[src/rtl/menu_pkg.sv]
// Shared constants and FSM state type for the menu overlay line fetcher.
package menu_pkg;
  localparam int          COLS      = 32;
  localparam int          ROWS      = 28;
  localparam logic [10:0] FONT_BASE = 11'h400;
  localparam logic [10:0] TEXT_BASE = 11'h000;
  localparam int          LINES     = ROWS * 8;

  typedef enum logic [1:0] {
    IDLE  = 2'd0,
    CHAR  = 2'd1,
    GLYPH = 2'd2
  } fetch_state_e;
endpackage

[src/rtl/menu_linebuf.sv]
// Double-banked 32x8 overlay line buffer with per-bank blank flags.
module menu_linebuf (
  input  logic       clk,
  input  logic       reset,
  input  logic       start,
  input  logic       ready,
  input  logic       done,
  input  logic       we,
  input  logic [4:0] wa,
  input  logic [7:0] wd,
  input  logic [4:0] ra,
  output logic [7:0] rd_data,
  output logic       rd_blank
);
  logic [7:0] bank [0:1][0:31];
  logic [1:0] blank;
  logic       sel;
  logic       nxt_sel;

  // A line_start flips to the back bank only when that bank holds a finished line.
  assign nxt_sel = (start && ready) ? ~sel : sel;

  always_ff @(posedge clk) begin
    if (reset) begin
      sel   <= 1'b0;
      blank <= 2'b11;
    end else begin
      sel <= nxt_sel;
      if (start && !ready) blank[sel] <= 1'b1;
      // The new back bank shows nothing until a fetch into it completes.
      if (start) blank[~nxt_sel] <= 1'b1;
      if (done) blank[~sel] <= 1'b0;
    end
  end

  always_ff @(posedge clk) begin
    if (we) bank[~sel][wa] <= wd;
  end

  always_ff @(posedge clk) begin
    if (reset) begin
      rd_data  <= 8'h00;
      rd_blank <= 1'b1;
    end else begin
      rd_data  <= bank[sel][ra];
      rd_blank <= blank[sel];
    end
  end
endmodule

[src/rtl/menu_overlay_fetch.sv]
// Fetches one overlay text line (char code then glyph byte per column) from the
// menu RAM into a back bank, and serves pixels from the displayed bank.
module menu_overlay_fetch import menu_pkg::*; #(
  parameter int          COLS      = menu_pkg::COLS,
  parameter int          ROWS      = menu_pkg::ROWS,
  parameter logic [10:0] FONT_BASE = menu_pkg::FONT_BASE
) (
  input  logic        clk,
  input  logic        reset,
  input  logic        overlay_en,
  input  logic        line_start,
  input  logic [7:0]  line_y,
  output logic        busy,
  output logic        line_ready,
  output logic [10:0] ram_adb,
  output logic        ram_ceb,
  input  logic [7:0]  ram_doutb,
  input  logic        pix_valid,
  input  logic [7:0]  pix_x,
  output logic        pix_on,
  output logic        pix_on_valid
);
  localparam int         NLINES   = ROWS * 8;
  localparam logic [4:0] LAST_COL = 5'(COLS - 1);

  fetch_state_e state, state_nxt;
  logic [4:0]  col, wr_col;
  logic [7:0]  y_q, code_q;
  logic        cap_pending;
  logic [10:0] adb_hold, adb_nxt;
  logic        line_ok, start_fetch, start_blank, wr_en, last_wr;
  logic [7:0]  rd_data;
  logic        rd_blank;
  logic        valid_q, en_q;
  logic [2:0]  bit_q;

  assign line_ok     = ({1'b0, line_y} < 9'(NLINES));
  assign start_fetch = line_start & line_ok;
  assign start_blank = line_start & ~line_ok;
  // The glyph byte of a column lands while the next column's CHAR read is out.
  assign wr_en       = cap_pending & ~line_start;
  assign last_wr     = wr_en & (wr_col == LAST_COL);
  assign busy        = (state != IDLE) | cap_pending;
  assign ram_adb     = adb_nxt;

  always_comb begin
    state_nxt = state;
    adb_nxt   = adb_hold;
    ram_ceb   = 1'b0;
    case (state)
      CHAR: begin
        ram_ceb   = 1'b1;
        adb_nxt   = TEXT_BASE + {1'b0, y_q[7:3], col};
        state_nxt = GLYPH;
      end
      GLYPH: begin
        ram_ceb   = 1'b1;
        adb_nxt   = FONT_BASE + {1'b0, ram_doutb[6:0], y_q[2:0]};
        state_nxt = (col == LAST_COL) ? IDLE : CHAR;
      end
      default: ;
    endcase
    if (start_fetch)      state_nxt = CHAR;
    else if (start_blank) state_nxt = IDLE;
  end

  always_ff @(posedge clk) begin
    if (reset) begin
      state       <= IDLE;
      col         <= 5'd0;
      wr_col      <= 5'd0;
      y_q         <= 8'd0;
      code_q      <= 8'd0;
      cap_pending <= 1'b0;
      adb_hold    <= 11'd0;
      line_ready  <= 1'b0;
    end else begin
      state       <= state_nxt;
      adb_hold    <= adb_nxt;
      cap_pending <= (state == GLYPH) & ~line_start;
      if (line_start) y_q <= line_y;
      if (start_fetch) col <= 5'd0;
      else if (state == GLYPH) col <= col + 5'd1;
      if (state == GLYPH) begin
        code_q <= ram_doutb;
        wr_col <= col;
      end
      if (line_start)   line_ready <= start_blank;
      else if (last_wr) line_ready <= 1'b1;
    end
  end

  menu_linebuf u_linebuf (
    .clk      (clk),
    .reset    (reset),
    .start    (line_start),
    .ready    (line_ready),
    .done     (last_wr),
    .we       (wr_en),
    .wa       (wr_col),
    .wd       (ram_doutb ^ {8{code_q[7]}}),
    .ra       (pix_x[7:3]),
    .rd_data  (rd_data),
    .rd_blank (rd_blank)
  );

  always_ff @(posedge clk) begin
    if (reset) begin
      valid_q <= 1'b0;
      en_q    <= 1'b0;
      bit_q   <= 3'd0;
    end else begin
      valid_q <= pix_valid;
      en_q    <= overlay_en;
      bit_q   <= pix_x[2:0];
    end
  end

  assign pix_on       = valid_q & en_q & ~rd_blank & rd_data[bit_q];
  assign pix_on_valid = valid_q;
endmodule
[config.mk]
export PLATFORM = sky130hd
export DESIGN_NAME = menu_overlay_fetch
export DESIGN_NICKNAME = d
export VERILOG_FILES = /design/src/rtl/menu_pkg.sv /design/src/rtl/menu_linebuf.sv /design/src/rtl/menu_overlay_fetch.sv
export SDC_FILE = /design/constraint.sdc
export NUM_CORES = 1
export LEC_CHECK = 0
export ABC_AREA = 0
export BUFFER_PORTS_ARGS = -buffer_cell sky130_fd_sc_hd__buf_2
export CAP_MARGIN = 5
export CORE_MARGIN = 1
export CORE_UTILIZATION = 25
export CTS_BUF_LIST = sky130_fd_sc_hd__clkbuf_8
export CTS_CLUSTER_DIAMETER = 80
export DETAILED_ROUTE_END_ITERATION = 12
export GPL_TIMING_DRIVEN = 0
export HOLD_SLACK_MARGIN = 0.02
export PLACE_DENSITY_LB_ADDON = 0.1
export SKIP_LAST_GASP = 1
export SYNTH_ARGS = -nofsm -noshare
export SYNTH_HDL_FRONTEND = slang
export SYNTH_SLANG_ARGS = --single-unit
[constraint.sdc]
create_clock -name clk -period 4.12 [get_ports clk]
set_input_delay 0.824 -clock clk [delete_from_list [all_inputs] [get_ports clk]]
set_output_delay 0.824 -clock clk [all_outputs]
set_load 0.1 [all_outputs]
==> results.tsv <==
metric	value	unit
Cell Count, Final, Fillers Out	2529	
Post-Syn Area	22000	sq um
Post-synth EDFFs	512	
Layout area overhead	19.1	%
Remaining Overflow, GRT	0	
global-route wire length before repair	96900	um
Core Region	86900	sq um
post-synthesis async set-or-reset flop share	0	
die footprint	89100	sq um
post-place setup slack	-0.265	ns
initial antenna violation count	3	
CTS Buf Count	100	
DRT iter0 DRCs	950	
DRT antenna net count	0	
Power per Cell Area	465	nW/um^2
FF+latch count, synth	563	
Starting Density	0.253	
setup ws final	-0.116	ns
fin crit share	1.03	
final setup violation count	16	
crit end category	flop	
cell count of the worst reg-to-reg path	7	
First-pass DRT Iterations	4	
Max Cap Viol	0	
flop-to-flop setup slack	-0.12	ns
worst hold path endpoint	en_q	
die width	298	um
Worst Path Required	4.42	ns
Clock Skew	0.0435	ns
Hold-fix buffers, CTS	0	
synth warn	0	
Worst EP arrival	4.54	ns
register area share after synthesis	0.746	
status	finished, violations left	
Nets	1328	
Max Clock Freq	236	MHz
critical path type	reg2reg	
worst hold start	overlay_en	
relative slew slack	0.171	
final number of hold-violating endpoints	0	
# IOs	45	
worst hold path depth	2	
violated checks	negative setup slack	
RSZ-0062 raised after global routing	true	
Avg Cell Area, Syn	19.5	sq um
Placer Congestion	0.809	
leakage	8.30	nW
Clock Pin Slew Worst Setup and Hold Paths	0.06	ns
worst r2r dst	u_linebuf.bank[0][50]	
H-tree Lvls	3	
IR drop worst, VDD	0.000206	V
Post-Syn Instances	1125	
CP bufs+invs	5	
layout cells sized above 1	0.298	
clock sinks	563	
Top FF cell, synth	edfxtp_1	
Remaining DRCs	0	
largest net degree at the start of global routing	37	
number of global-route vias before repair	12000	
worst path cell trace	buf_6 > buf_6 > buf_4 > buf_4 > buf_2 > nand4_1 > nor2_1	
routed via count	11500	
Critical Path Start Type	flop	
vias per inst	4.54	
Routed Wire Length	69500	um
CP delay by family, top	simple AND/OR/NAND/NOR gates	
Placement Rows	108	
Filler Cell Count	8552	
clk_lat worst skew	0.70	ns
Root Buffer	clkbuf_8	
CTS tree	yes	
worst reg2reg startpoint	u_linebuf.sel	
Worst path max stage delay	1.26	ns
Synthesized Nets	1159	
Critical-path top delay cell	nor2_1	
worst min path class	in2reg	
Total GRT Usage	0.156	
Buffers on Ports	40	
HPWL Detailed	46400	um
Clock Tree Buf Depth	3	
Slew Viols, Final	0	
Tmin final	4.24	ns
Die Ht	298	um
Worst Tran Pin Value	1.21	ns
Post-Place Cells	2335	
worst-path maximum fanout	10	
routed wire length per instance	27.5	um
Unique masters post-synth	51	
## registers in the layout, indices dropped and copies added (netlist names)
register,cells
y_q,8
state,2
adb_hold,11
u_linebuf.blank,2
wr_col,5
u_linebuf.bank,512
bit_q,3
pix_on_valid,1
u_linebuf.rd_data,8
code_q,1
line_ready,1
cap_pending,1
en_q,1
col,5
u_linebuf.rd_blank,1
u_linebuf.sel,1
## metrics by stage
stage | util | total power [W] | hold WS, ns | area (sq um) | TNS (ns)
2_1_floorplan | - | 0.00706 | 0.453 | 22000 | 0
3_3_place_gp | 0.272 | 0.00744 | 0.482 | 23600 | -973.25
6_report | 0.301 | 0.0122 | 0.343 | 26200 | -1.62
5_1_grt | 0.301 | 0.0126 | 0.334 | 26200 | -4.41
3_5_place_dp | 0.278 | 0.00748 | 0.475 | 24100 | -21.93
4_1_cts | 0.299 | 0.0124 | 0.275 | 26000 | -9.60
## cell families (layout without fill, tap and decap cells)
| family | after synthesis | in the layout | synth area share |
|---|---|---|---|
| AOI/OAI and AO/OA | 77 | 77 | 0.0248 |
| xor gates and xnor gates | 12 | 12 | 0.00478 |
| adders and majority gates | 5 | 5 | 0.00285 |
| buffers and inverters | 68 | 316 | 0.0179 |
| DFF | 563 | 563 | 0.746 |
| muxes | 169 | 169 | 0.156 |
| other | 0 | 1 | 0 |
| and+or+nand+nor | 231 | 231 | 0.0477 |
## what timing repair did
| action | 4_1_cts | 5_1_grt |
|---|---|---|
| buffers inserted | 0 | 12 |
| resized for setup | 31 | 14 |
| endpoints found under the setup margin | 288 | 294 |
| cloned | 0 | 0 |
| pin swaps | 0 | 2 |
## cell type report
type | count | area, sq um | share of cell area
plain buffers | 62 | 373 | 0.0143
clock buffers | 106 | 1460 | 0.0558
repair buffers | 67 | 636 | 0.0243
well taps | 1155 | 1450 | 0.0552
flip-flops and latches | 563 | 16400 | 0.627
clock inverters | 75 | 364 | 0.0139
inverters | 6 | 22.5 | 0.000861
multi-input cells | 494 | 5460 | 0.209
diodes | 1 | 2.50 | 0.0000957
## layer usage
| metal | GRT usage | wire (um) |
|---|---|---|
| met5 | 0 | 0 |
| met4 | 0.0488 | 1590 |
| met2 | 0.250 | 33200 |
| met1 | 0.217 | 31900 |
| met3 | 0.0266 | 2870 |
## report_power, final
part | internal (W) | leakage (nW) | switching [W]
registers | 0.00631 | 5.02 | 0.0000148
logic | 0.000304 | 2.19 | 0.000714
clock network | 0.00249 | 1.09 | 0.00234
total | 0.00910 | 8.30 | 0.00307
## worst max path at each step
stage             startpoint                      to  slack, ns  cells after the start
2_1_floorplan       state[1]              ram_adb[0]       0.08                      5
3_3_place_gp    ram_doutb[2]  u_linebuf.bank[0][106]      -2.02                      2
3_5_place_dp   u_linebuf.sel   u_linebuf.bank[0][63]      -0.27                      7
4_1_cts        u_linebuf.sel   u_linebuf.bank[0][50]      -0.24                      7
5_1_grt        u_linebuf.sel  u_linebuf.bank[0][176]      -0.26                      7
6_report       u_linebuf.sel   u_linebuf.bank[0][50]      -0.12                      7
## worst register-to-register path, stage by stage, from the launching register on
cell and delay [ns]:
dfxtp_1 0.40, buf_6 0.20, buf_6 0.26, buf_4 0.31, buf_4 0.30, buf_2 0.32
nand4_1 0.80, nor2_1 1.27
## cell usage in the layout, fill, tap and decap left out, types with 4 or more instances in the layout
| master | synthesis | final |
|---|---|---|
| edfxtp_1 | 512 | 512 |
| mux4_2 | 128 | 128 |
| clkbuf_8 | 0 | 106 |
| nor2_1 | 120 | 82 |
| buf_2 | 16 | 56 |
| dfxtp_1 | 51 | 51 |
| inv_1 | 5 | 47 |
| nand2_1 | 38 | 38 |
| mux2i_1 | 33 | 33 |
| nor2_2 | 0 | 31 |
| buf_4 | 10 | 22 |
| nor2b_1 | 22 | 22 |
| clkbuf_1 | 21 | 20 |
| clkinv_1 | 1 | 18 |
| a21oi_1 | 16 | 16 |
| o22ai_1 | 15 | 15 |
| a22oi_1 | 10 | 10 |
| nand2b_1 | 10 | 10 |
| clkinv_2 | 0 | 10 |
| buf_12 | 0 | 9 |
| xor2_4 | 0 | 8 |
| mux4_1 | 8 | 8 |
| buf_6 | 7 | 7 |
| nor2_4 | 0 | 7 |
| nand3_1 | 7 | 7 |
| nor3_1 | 7 | 7 |
| o221ai_1 | 7 | 7 |
| or2_2 | 6 | 6 |
| buf_16 | 0 | 6 |
| buf_1 | 5 | 5 |
| nand4_1 | 5 | 5 |
| and3_1 | 5 | 5 |
| ha_1 | 5 | 5 |
| a211oi_1 | 4 | 4 |
## cells in the mapped netlist (3+ instances only)
| cell | n | area share |
|---|---|---|
| buf_6 | 7 | 0.0036 |
| clkbuf_1 | 21 | 0.0036 |
| o221ai_1 | 7 | 0.0028 |
| mux4_2 | 128 | 0.13 |
| edfxtp_1 | 512 | 0.70 |
| nand3b_1 | 3 | 0.0010 |
| a31oi_1 | 3 | 0.00085 |
| or3_1 | 3 | 0.00085 |
| a22oi_1 | 10 | 0.0034 |
| o22ai_1 | 15 | 0.0043 |
| nand2_1 | 38 | 0.0065 |
| nand3_1 | 7 | 0.0016 |
| nor2_1 | 120 | 0.020 |
| xor2_1 | 10 | 0.0040 |
| or2_2 | 6 | 0.0017 |
| a21oi_1 | 16 | 0.0036 |
| nor3_1 | 7 | 0.0016 |
| nand2b_1 | 10 | 0.0028 |
| mux2i_1 | 33 | 0.015 |
| buf_1 | 5 | 0.00085 |
| a211oi_1 | 4 | 0.0014 |
| mux4_1 | 8 | 0.0096 |
| buf_4 | 10 | 0.0034 |
| buf_2 | 16 | 0.0036 |
| ha_1 | 5 | 0.0028 |
| o2111ai_1 | 3 | 0.0012 |
| nand4_1 | 5 | 0.0014 |
| dfxtp_1 | 51 | 0.046 |
| and3_1 | 5 | 0.0014 |
| nor2b_1 | 22 | 0.0063 |
| inv_1 | 5 | 0.00085 |
No activity file was read; power rests on OpenSTA's default activity.
